$ cat src/rtl/sound_ram_arbiter_if.sv
// Sound RAM arbiter bus: DOC fetch port, GLU host port and syncram side.
// The arbiter uses the slave modport; requesters and RAM use master.
interface sound_ram_arbiter_if #(
  parameter int ADDR_W = 16
) ();
  logic              doc_req;
  logic [ADDR_W-1:0] doc_addr;
  logic [7:0]        doc_data;
  logic              doc_valid;
  logic              doc_overrun;
  logic              host_req;
  logic              host_wr;
  logic [ADDR_W-1:0] host_addr;
  logic [7:0]        host_wdata;
  logic [7:0]        host_rdata;
  logic              host_ack;
  logic [ADDR_W-1:0] ram_addr;
  logic              ram_we;
  logic [7:0]        ram_wdata;
  logic [7:0]        ram_rdata;

  modport slave (
    input  doc_req, doc_addr,
    output doc_data, doc_valid, doc_overrun,
    input  host_req, host_wr, host_addr, host_wdata,
    output host_rdata, host_ack,
    output ram_addr, ram_we, ram_wdata,
    input  ram_rdata
  );

  modport master (
    output doc_req, doc_addr,
    input  doc_data, doc_valid, doc_overrun,
    output host_req, host_wr, host_addr, host_wdata,
    input  host_rdata, host_ack,
    input  ram_addr, ram_we, ram_wdata,
    output ram_rdata
  );
endinterface

$ cat src/rtl/sound_ram_arbiter.sv
// DOC-priority sound RAM scheduler with host anti-starvation limit.
// Optional SOUND_ARB_STATS_EN adds grant/stall counters.
module sound_ram_arbiter #(
  parameter int ADDR_W     = 16,
  parameter int STARVE_MAX = 4
) (
  input  logic clk,
  input  logic reset,
  sound_ram_arbiter_if.slave bus
`ifdef SOUND_ARB_STATS_EN
  ,
  output logic [15:0] doc_grants,
  output logic [15:0] host_grants,
  output logic [15:0] host_stall
`endif
);

  localparam logic [3:0] SMAX = 4'(STARVE_MAX);

  typedef enum logic [2:0] {
    IDLE, DOC_RD, DOC_CAP, HST_RD, HST_CAP, HST_WR
  } state_t;

  state_t            state_q, state_d;
  logic              doc_pend_q, doc_pend_d;
  logic [ADDR_W-1:0] doc_addr_q, doc_addr_d;
  logic              doc_ovr_q, doc_ovr_d;
  logic [3:0]        starve_q, starve_d;
  logic [ADDR_W-1:0] ram_addr_q, ram_addr_d;
  logic              ram_we_q, ram_we_d;
  logic [7:0]        ram_wdata_q, ram_wdata_d;
  logic [7:0]        doc_data_q, doc_data_d;
  logic              doc_valid_q, doc_valid_d;
  logic [7:0]        host_rdata_q, host_rdata_d;
  logic              host_ack_q, host_ack_d;

  logic              doc_any, host_rdy;
  logic              doc_gnt, host_gnt;
  logic [ADDR_W-1:0] doc_ga;

  assign doc_any  = doc_pend_q | bus.doc_req;
  assign doc_ga   = doc_pend_q ? doc_addr_q : bus.doc_addr;
  assign host_rdy = bus.host_req & ~host_ack_q;

  // Host only overtakes a pending DOC fetch once the starve limit is hit.
  always_comb begin
    doc_gnt  = 1'b0;
    host_gnt = 1'b0;
    if (state_q == IDLE) begin
      if (doc_any && (starve_q < SMAX || !host_rdy))
        doc_gnt = 1'b1;
      else if (host_rdy)
        host_gnt = 1'b1;
    end
  end

  always_comb begin
    state_d      = state_q;
    doc_pend_d   = doc_pend_q;
    doc_addr_d   = doc_addr_q;
    doc_ovr_d    = doc_ovr_q;
    starve_d     = starve_q;
    ram_addr_d   = ram_addr_q;
    ram_we_d     = 1'b0;
    ram_wdata_d  = ram_wdata_q;
    doc_data_d   = doc_data_q;
    doc_valid_d  = 1'b0;
    host_rdata_d = host_rdata_q;
    host_ack_d   = 1'b0;

    if (bus.doc_req) begin
      if (doc_pend_q) begin
        doc_ovr_d = 1'b1;
      end else begin
        doc_pend_d = 1'b1;
        doc_addr_d = bus.doc_addr;
      end
    end

    unique case (state_q)
      IDLE: begin
        if (doc_gnt) begin
          state_d    = DOC_RD;
          ram_addr_d = doc_ga;
          if (bus.host_req && starve_q < SMAX)
            starve_d = starve_q + 4'd1;
        end else if (host_gnt) begin
          starve_d   = '0;
          ram_addr_d = bus.host_addr;
          if (bus.host_wr) begin
            state_d     = HST_WR;
            ram_we_d    = 1'b1;
            ram_wdata_d = bus.host_wdata;
          end else begin
            state_d = HST_RD;
          end
        end
      end
      DOC_RD: begin
        doc_pend_d = 1'b0;
        state_d    = DOC_CAP;
      end
      DOC_CAP: begin
        doc_data_d  = bus.ram_rdata;
        doc_valid_d = 1'b1;
        state_d     = IDLE;
      end
      HST_RD: state_d = HST_CAP;
      HST_CAP: begin
        host_rdata_d = bus.ram_rdata;
        host_ack_d   = 1'b1;
        state_d      = IDLE;
      end
      HST_WR: begin
        host_ack_d = 1'b1;
        state_d    = IDLE;
      end
      default: state_d = IDLE;
    endcase
  end

  always_ff @(posedge clk) begin
    if (reset) begin
      state_q      <= IDLE;
      doc_pend_q   <= 1'b0;
      doc_addr_q   <= '0;
      doc_ovr_q    <= 1'b0;
      starve_q     <= '0;
      ram_addr_q   <= '0;
      ram_we_q     <= 1'b0;
      ram_wdata_q  <= '0;
      doc_data_q   <= '0;
      doc_valid_q  <= 1'b0;
      host_rdata_q <= '0;
      host_ack_q   <= 1'b0;
    end else begin
      state_q      <= state_d;
      doc_pend_q   <= doc_pend_d;
      doc_addr_q   <= doc_addr_d;
      doc_ovr_q    <= doc_ovr_d;
      starve_q     <= starve_d;
      ram_addr_q   <= ram_addr_d;
      ram_we_q     <= ram_we_d;
      ram_wdata_q  <= ram_wdata_d;
      doc_data_q   <= doc_data_d;
      doc_valid_q  <= doc_valid_d;
      host_rdata_q <= host_rdata_d;
      host_ack_q   <= host_ack_d;
    end
  end

  assign bus.doc_data    = doc_data_q;
  assign bus.doc_valid   = doc_valid_q;
  assign bus.doc_overrun = doc_ovr_q;
  assign bus.host_rdata  = host_rdata_q;
  assign bus.host_ack    = host_ack_q;
  assign bus.ram_addr    = ram_addr_q;
  assign bus.ram_we      = ram_we_q;
  assign bus.ram_wdata   = ram_wdata_q;

`ifdef SOUND_ARB_STATS_EN
  logic [15:0] doc_grants_q, host_grants_q, host_stall_q;

  always_ff @(posedge clk) begin
    if (reset) begin
      doc_grants_q  <= '0;
      host_grants_q <= '0;
      host_stall_q  <= '0;
    end else begin
      if (doc_gnt)
        doc_grants_q <= doc_grants_q + 16'd1;
      if (host_gnt)
        host_grants_q <= host_grants_q + 16'd1;
      if (host_rdy && !host_gnt)
        host_stall_q <= host_stall_q + 16'd1;
    end
  end

  assign doc_grants  = doc_grants_q;
  assign host_grants = host_grants_q;
  assign host_stall  = host_stall_q;
`endif

endmodule
$ cat src/flat_wrapper.sv
// flat-port wrapper written by rule: the top's interface ports become plain ports
module sound_ram_arbiter_flat 
#(
  parameter int ADDR_W     = 16,
  parameter int STARVE_MAX = 4
)
  (clk, reset, bus_doc_req, bus_doc_addr, bus_doc_data, bus_doc_valid, bus_doc_overrun, bus_host_req, bus_host_wr, bus_host_addr, bus_host_wdata, bus_host_rdata, bus_host_ack, bus_ram_addr, bus_ram_we, bus_ram_wdata, bus_ram_rdata);
  sound_ram_arbiter_if #(.ADDR_W(ADDR_W)) bus_i ();
  input  logic clk;
  input  logic reset;
  input wire logic [$bits(bus_i.doc_req)-1:0] bus_doc_req;
  input wire logic [$bits(bus_i.doc_addr)-1:0] bus_doc_addr;
  output wire logic [$bits(bus_i.doc_data)-1:0] bus_doc_data;
  output wire logic [$bits(bus_i.doc_valid)-1:0] bus_doc_valid;
  output wire logic [$bits(bus_i.doc_overrun)-1:0] bus_doc_overrun;
  input wire logic [$bits(bus_i.host_req)-1:0] bus_host_req;
  input wire logic [$bits(bus_i.host_wr)-1:0] bus_host_wr;
  input wire logic [$bits(bus_i.host_addr)-1:0] bus_host_addr;
  input wire logic [$bits(bus_i.host_wdata)-1:0] bus_host_wdata;
  output wire logic [$bits(bus_i.host_rdata)-1:0] bus_host_rdata;
  output wire logic [$bits(bus_i.host_ack)-1:0] bus_host_ack;
  output wire logic [$bits(bus_i.ram_addr)-1:0] bus_ram_addr;
  output wire logic [$bits(bus_i.ram_we)-1:0] bus_ram_we;
  output wire logic [$bits(bus_i.ram_wdata)-1:0] bus_ram_wdata;
  input wire logic [$bits(bus_i.ram_rdata)-1:0] bus_ram_rdata;
  assign bus_i.doc_req = bus_doc_req;
  assign bus_i.doc_addr = bus_doc_addr;
  assign bus_doc_data = bus_i.doc_data;
  assign bus_doc_valid = bus_i.doc_valid;
  assign bus_doc_overrun = bus_i.doc_overrun;
  assign bus_i.host_req = bus_host_req;
  assign bus_i.host_wr = bus_host_wr;
  assign bus_i.host_addr = bus_host_addr;
  assign bus_i.host_wdata = bus_host_wdata;
  assign bus_host_rdata = bus_i.host_rdata;
  assign bus_host_ack = bus_i.host_ack;
  assign bus_ram_addr = bus_i.ram_addr;
  assign bus_ram_we = bus_i.ram_we;
  assign bus_ram_wdata = bus_i.ram_wdata;
  assign bus_i.ram_rdata = bus_ram_rdata;
  sound_ram_arbiter #(.ADDR_W(ADDR_W), .STARVE_MAX(STARVE_MAX)) u_core (.clk(clk), .reset(reset), .bus(bus_i));
endmodule
$ cat config.mk
export PLATFORM = sky130hd
export DESIGN_NAME = sound_ram_arbiter_flat
export DESIGN_NICKNAME = d
export VERILOG_FILES = /design/src/rtl/sound_ram_arbiter_if.sv /design/src/rtl/sound_ram_arbiter.sv /design/src/flat_wrapper.sv
export SDC_FILE = /design/constraint.sdc
export NUM_CORES = 1
export LEC_CHECK = 0
export BUFFER_PORTS_ARGS = -buffer_cell sky130_fd_sc_hd__buf_2
export CAP_MARGIN = 20
export CORE_ASPECT_RATIO = 0.5
export CORE_MARGIN = 3
export CORE_UTILIZATION = 53
export CTS_CLUSTER_SIZE = 25
export DETAILED_ROUTE_END_ITERATION = 10
export PLACE_DENSITY = 0.94
export SYNTH_ARGS = -nofsm -noshare
export SYNTH_HDL_FRONTEND = slang
export SYNTH_SLANG_ARGS = --single-unit
$ cat constraint.sdc
create_clock -name clk -period 3.3 [get_ports clk]
set_input_delay 0.66 -clock clk [delete_from_list [all_inputs] [get_ports clk]]
set_output_delay 0.66 -clock clk [all_outputs]
set_load 0.02 [all_outputs]
==> flow_summary.ini <==
[layout]
multi_input_area_um2 = 1320
syn2layout_area_growth_pct = 25.5
final_common_cell = buf_2
finalInstanceArea_um2 = 3490
final_core_util_pct = 73.9
drive_gt1_share_pct = 34.1
nNetsFinal = 442
ff_latch_area_um2 = 1360
instances_no_fill = 459
mostFrequentLayoutCells = buf_2 (96), dfxtp_1 (68), nand2_1 (48)
diodes = 0
fillers = 339

[power_and_ir_drop]
peakVddDrop_mv = 0.318
totalPowerFinal_mw = 2.22
seqPwrFrac_pct = 43.6
power.leakage_nw = 1.62
p_sw_uw = 668
p_per_area_nw_per_um2 = 636
combPwrFrac_pct = 23.7
p_int_mw = 1.55
pwr-share-clk_pct = 32.6
swShare_pct = 30.1

[run_status]
status = finished clean

[timing]
slew_headroom_pct = 40.1
setup_ws_ps = 1150
setup_viol = 0
period_share_pct = 65.2
hold_ws_ps = 457
hold_viol = 0
rsz0062_at_grt = false
clock_skew_ps = 9.40
tightestPinTransition_ps = 895
period_minus_slack_ps = 2150
maxSlewViolCount = 0
fmax_mhz = 465
setup_tns_ps = 0

[logic_synthesis]
synth-simple-area-share_pct = 19.3
synth_top_family_by_area = simple AND/OR/NAND/NOR gates
synth-adder-area-share_pct = 0.450
ys_seq_elements = 68
synth_top_area_cell = dfxtp_1
netlist_instances = 296
synth_top_area_share_pct = 48.9
syn_avg_cell_area_um2 = 9.40
synthXorXnorAreaFrac_pct = 0.315
ys_top_cells_by_area = dfxtp_1 (49%), mux2i_1 (14%), nand2_1 (6.5%)
muxShareOfSynthArea_pct = 14.4
syn_area_um2 = 2780
synthDistinctLibCells = 36
synth-compound-area-share_pct = 12.8
ys_seq_area_share_pct = 48.9
yosysWarnings = 0
syn_nets = 350

[clocking]
cts-hold-fix-buffers = 0
cts_tree = built
cts-htree-levels = 3
postCtsSetupRepairBufs = 0
cts-root-buf = clkbuf_8
clock_latency_ps = 330
cts_buffer_depth = 2
cts_made_buffers = 9
clock-sinks = 68
cts.clk_slew.worst_paths_ps = 70
cts_resized = 0

[placement]
place_congestion = 0.795
place_inst = 441
pre_cts_ws_ps = 972
placed_area_um2 = 3270
portBuffers = 96
hpwl_um = 4760

[floorplan]
die_y_um = 57.2
pin_count = 97
start_util_pct = 58.9
die_area_um2 = 6210
fp.coreArea_um2 = 4720
num_rows = 17
chipWidth_um = 108

[routing]
drcViolationCount = 0
drt-total-wl_um = 6780
vias_per_cell = 5.41
drt_first_pass_iters = 4
vias = 2483
wl_per_cell_um = 14.8
ant_nets = 0
drtIter0Drc = 55

[setup_path]
path_max_fanout = 32
critPathArrivalTime_ps = 2380
worst_setup_path_end_kind = flop
startpoint_type = flop
required_ps = 3520
critPathKind = reg2reg

[global_routing]
grt_antenna_before_repair = 0
grt_use_total_pct = 22.0
grt_overflow = 0
grt_max_degree = 33
grt_pass1_wl_um = 10900
grt_pass1_vias = 2428

[min_path]
hold_path_class = reg2reg

[job]
max_cap_viol_count = 0
[sequential cells by signal, summed over array words and instances, names as in the netlist]
name and count:
u_core.bus.host_rdata 8, u_core.bus.doc_data 8, u_core.bus.ram_we 1, u_core.bus.host_ack 1, u_core.doc_pend_q 1, u_core.bus.doc_valid 1, u_core.starve_q 4, u_core.doc_addr_q 16
u_core.bus.ram_addr 16, u_core.bus.ram_wdata 8, u_core.state_q 3, u_core.bus.doc_overrun 1
[cell families after synthesis]
logic type               after synthesis
AND/OR/NAND/NOR                      117
flip-flops                            68
AO/OA/AOI/OAI                         48
multiplexers                          40
buffers and inverters                 21
XOR/XNOR                               1
adder cells (fa/ha/maj)                1
[final timing paths]
path	from	endpoint	slack, ps	depth (start not counted)
setup reg to reg	u_core.state_q[0]	u_core.bus.ram_addr[6]	1150	4
hold reg to reg	u_core.doc_addr_q[5]	u_core.doc_addr_q[5]	460	2
hold / removal	u_core.doc_addr_q[5]	u_core.doc_addr_q[5]	460	2
setup / recovery	u_core.state_q[0]	u_core.bus.ram_addr[6]	1150	4
[cells in the mapped netlist]
master,count
a31oi_1,1
or2b_1,1
ha_1,1
clkbuf_4,1
nand2_1,48
o21ai_2,1
nor2b_1,3
nand2b_1,2
clkbuf_1,8
and3_1,1
and2_1,1
or2_1,4
nor4_1,1
nor2_1,35
nor2_2,2
a32o_1,16
buf_2,6
a21oi_1,19
nor3_4,1
or2_2,14
buf_4,2
o21ai_0,3
o211a_1,1
dfxtp_1,68
o2111ai_1,2
nor3b_1,2
xor2_1,1
a211oi_1,1
a31o_2,2
nand3_1,1
buf_6,1
nand4_1,1
clkbuf_2,1
a41oi_1,2
inv_1,2
mux2i_1,40
[worst max-delay path: stages, from the launching register on]
cell	delay, ps
dfxtp_1	400
nor3_4	430
o211a_1	760
nand2_1	150
a32o_1	300
[metal layers]
layer | share of wire [%] | wire length [µm] | global-route usage, %
met5 | 0 | 0 | 0
met4 | 2.1 | 144 | 9.89
met1 | 41 | 2770 | 24.3
met3 | 5.4 | 369 | 6.55
met2 | 52 | 3500 | 39.5
[cell type report]
class | count | area share [%]
clock buffer | 12 | 3.87
clock inverter | 4 | 2.12
inverter | 2 | 0.215
multi-input combinational | 207 | 37.8
sequential | 68 | 39.0
tap | 66 | 2.37
timing repair buffer | 100 | 14.6
[power groups by stage]
stage	sequential [mW]	clock, mW	combinational (mW)
5_1_grt	0.978	0.777	0.576
3_5_place_dp	0.985	0	0.521
3_3_place_gp	0.978	0	0.498
6_report	0.969	0.724	0.527
4_1_cts	0.968	0.741	0.526
2_1_floorplan	1.06	0	0.296
Note: power is estimated with default switching activity, not from simulation.
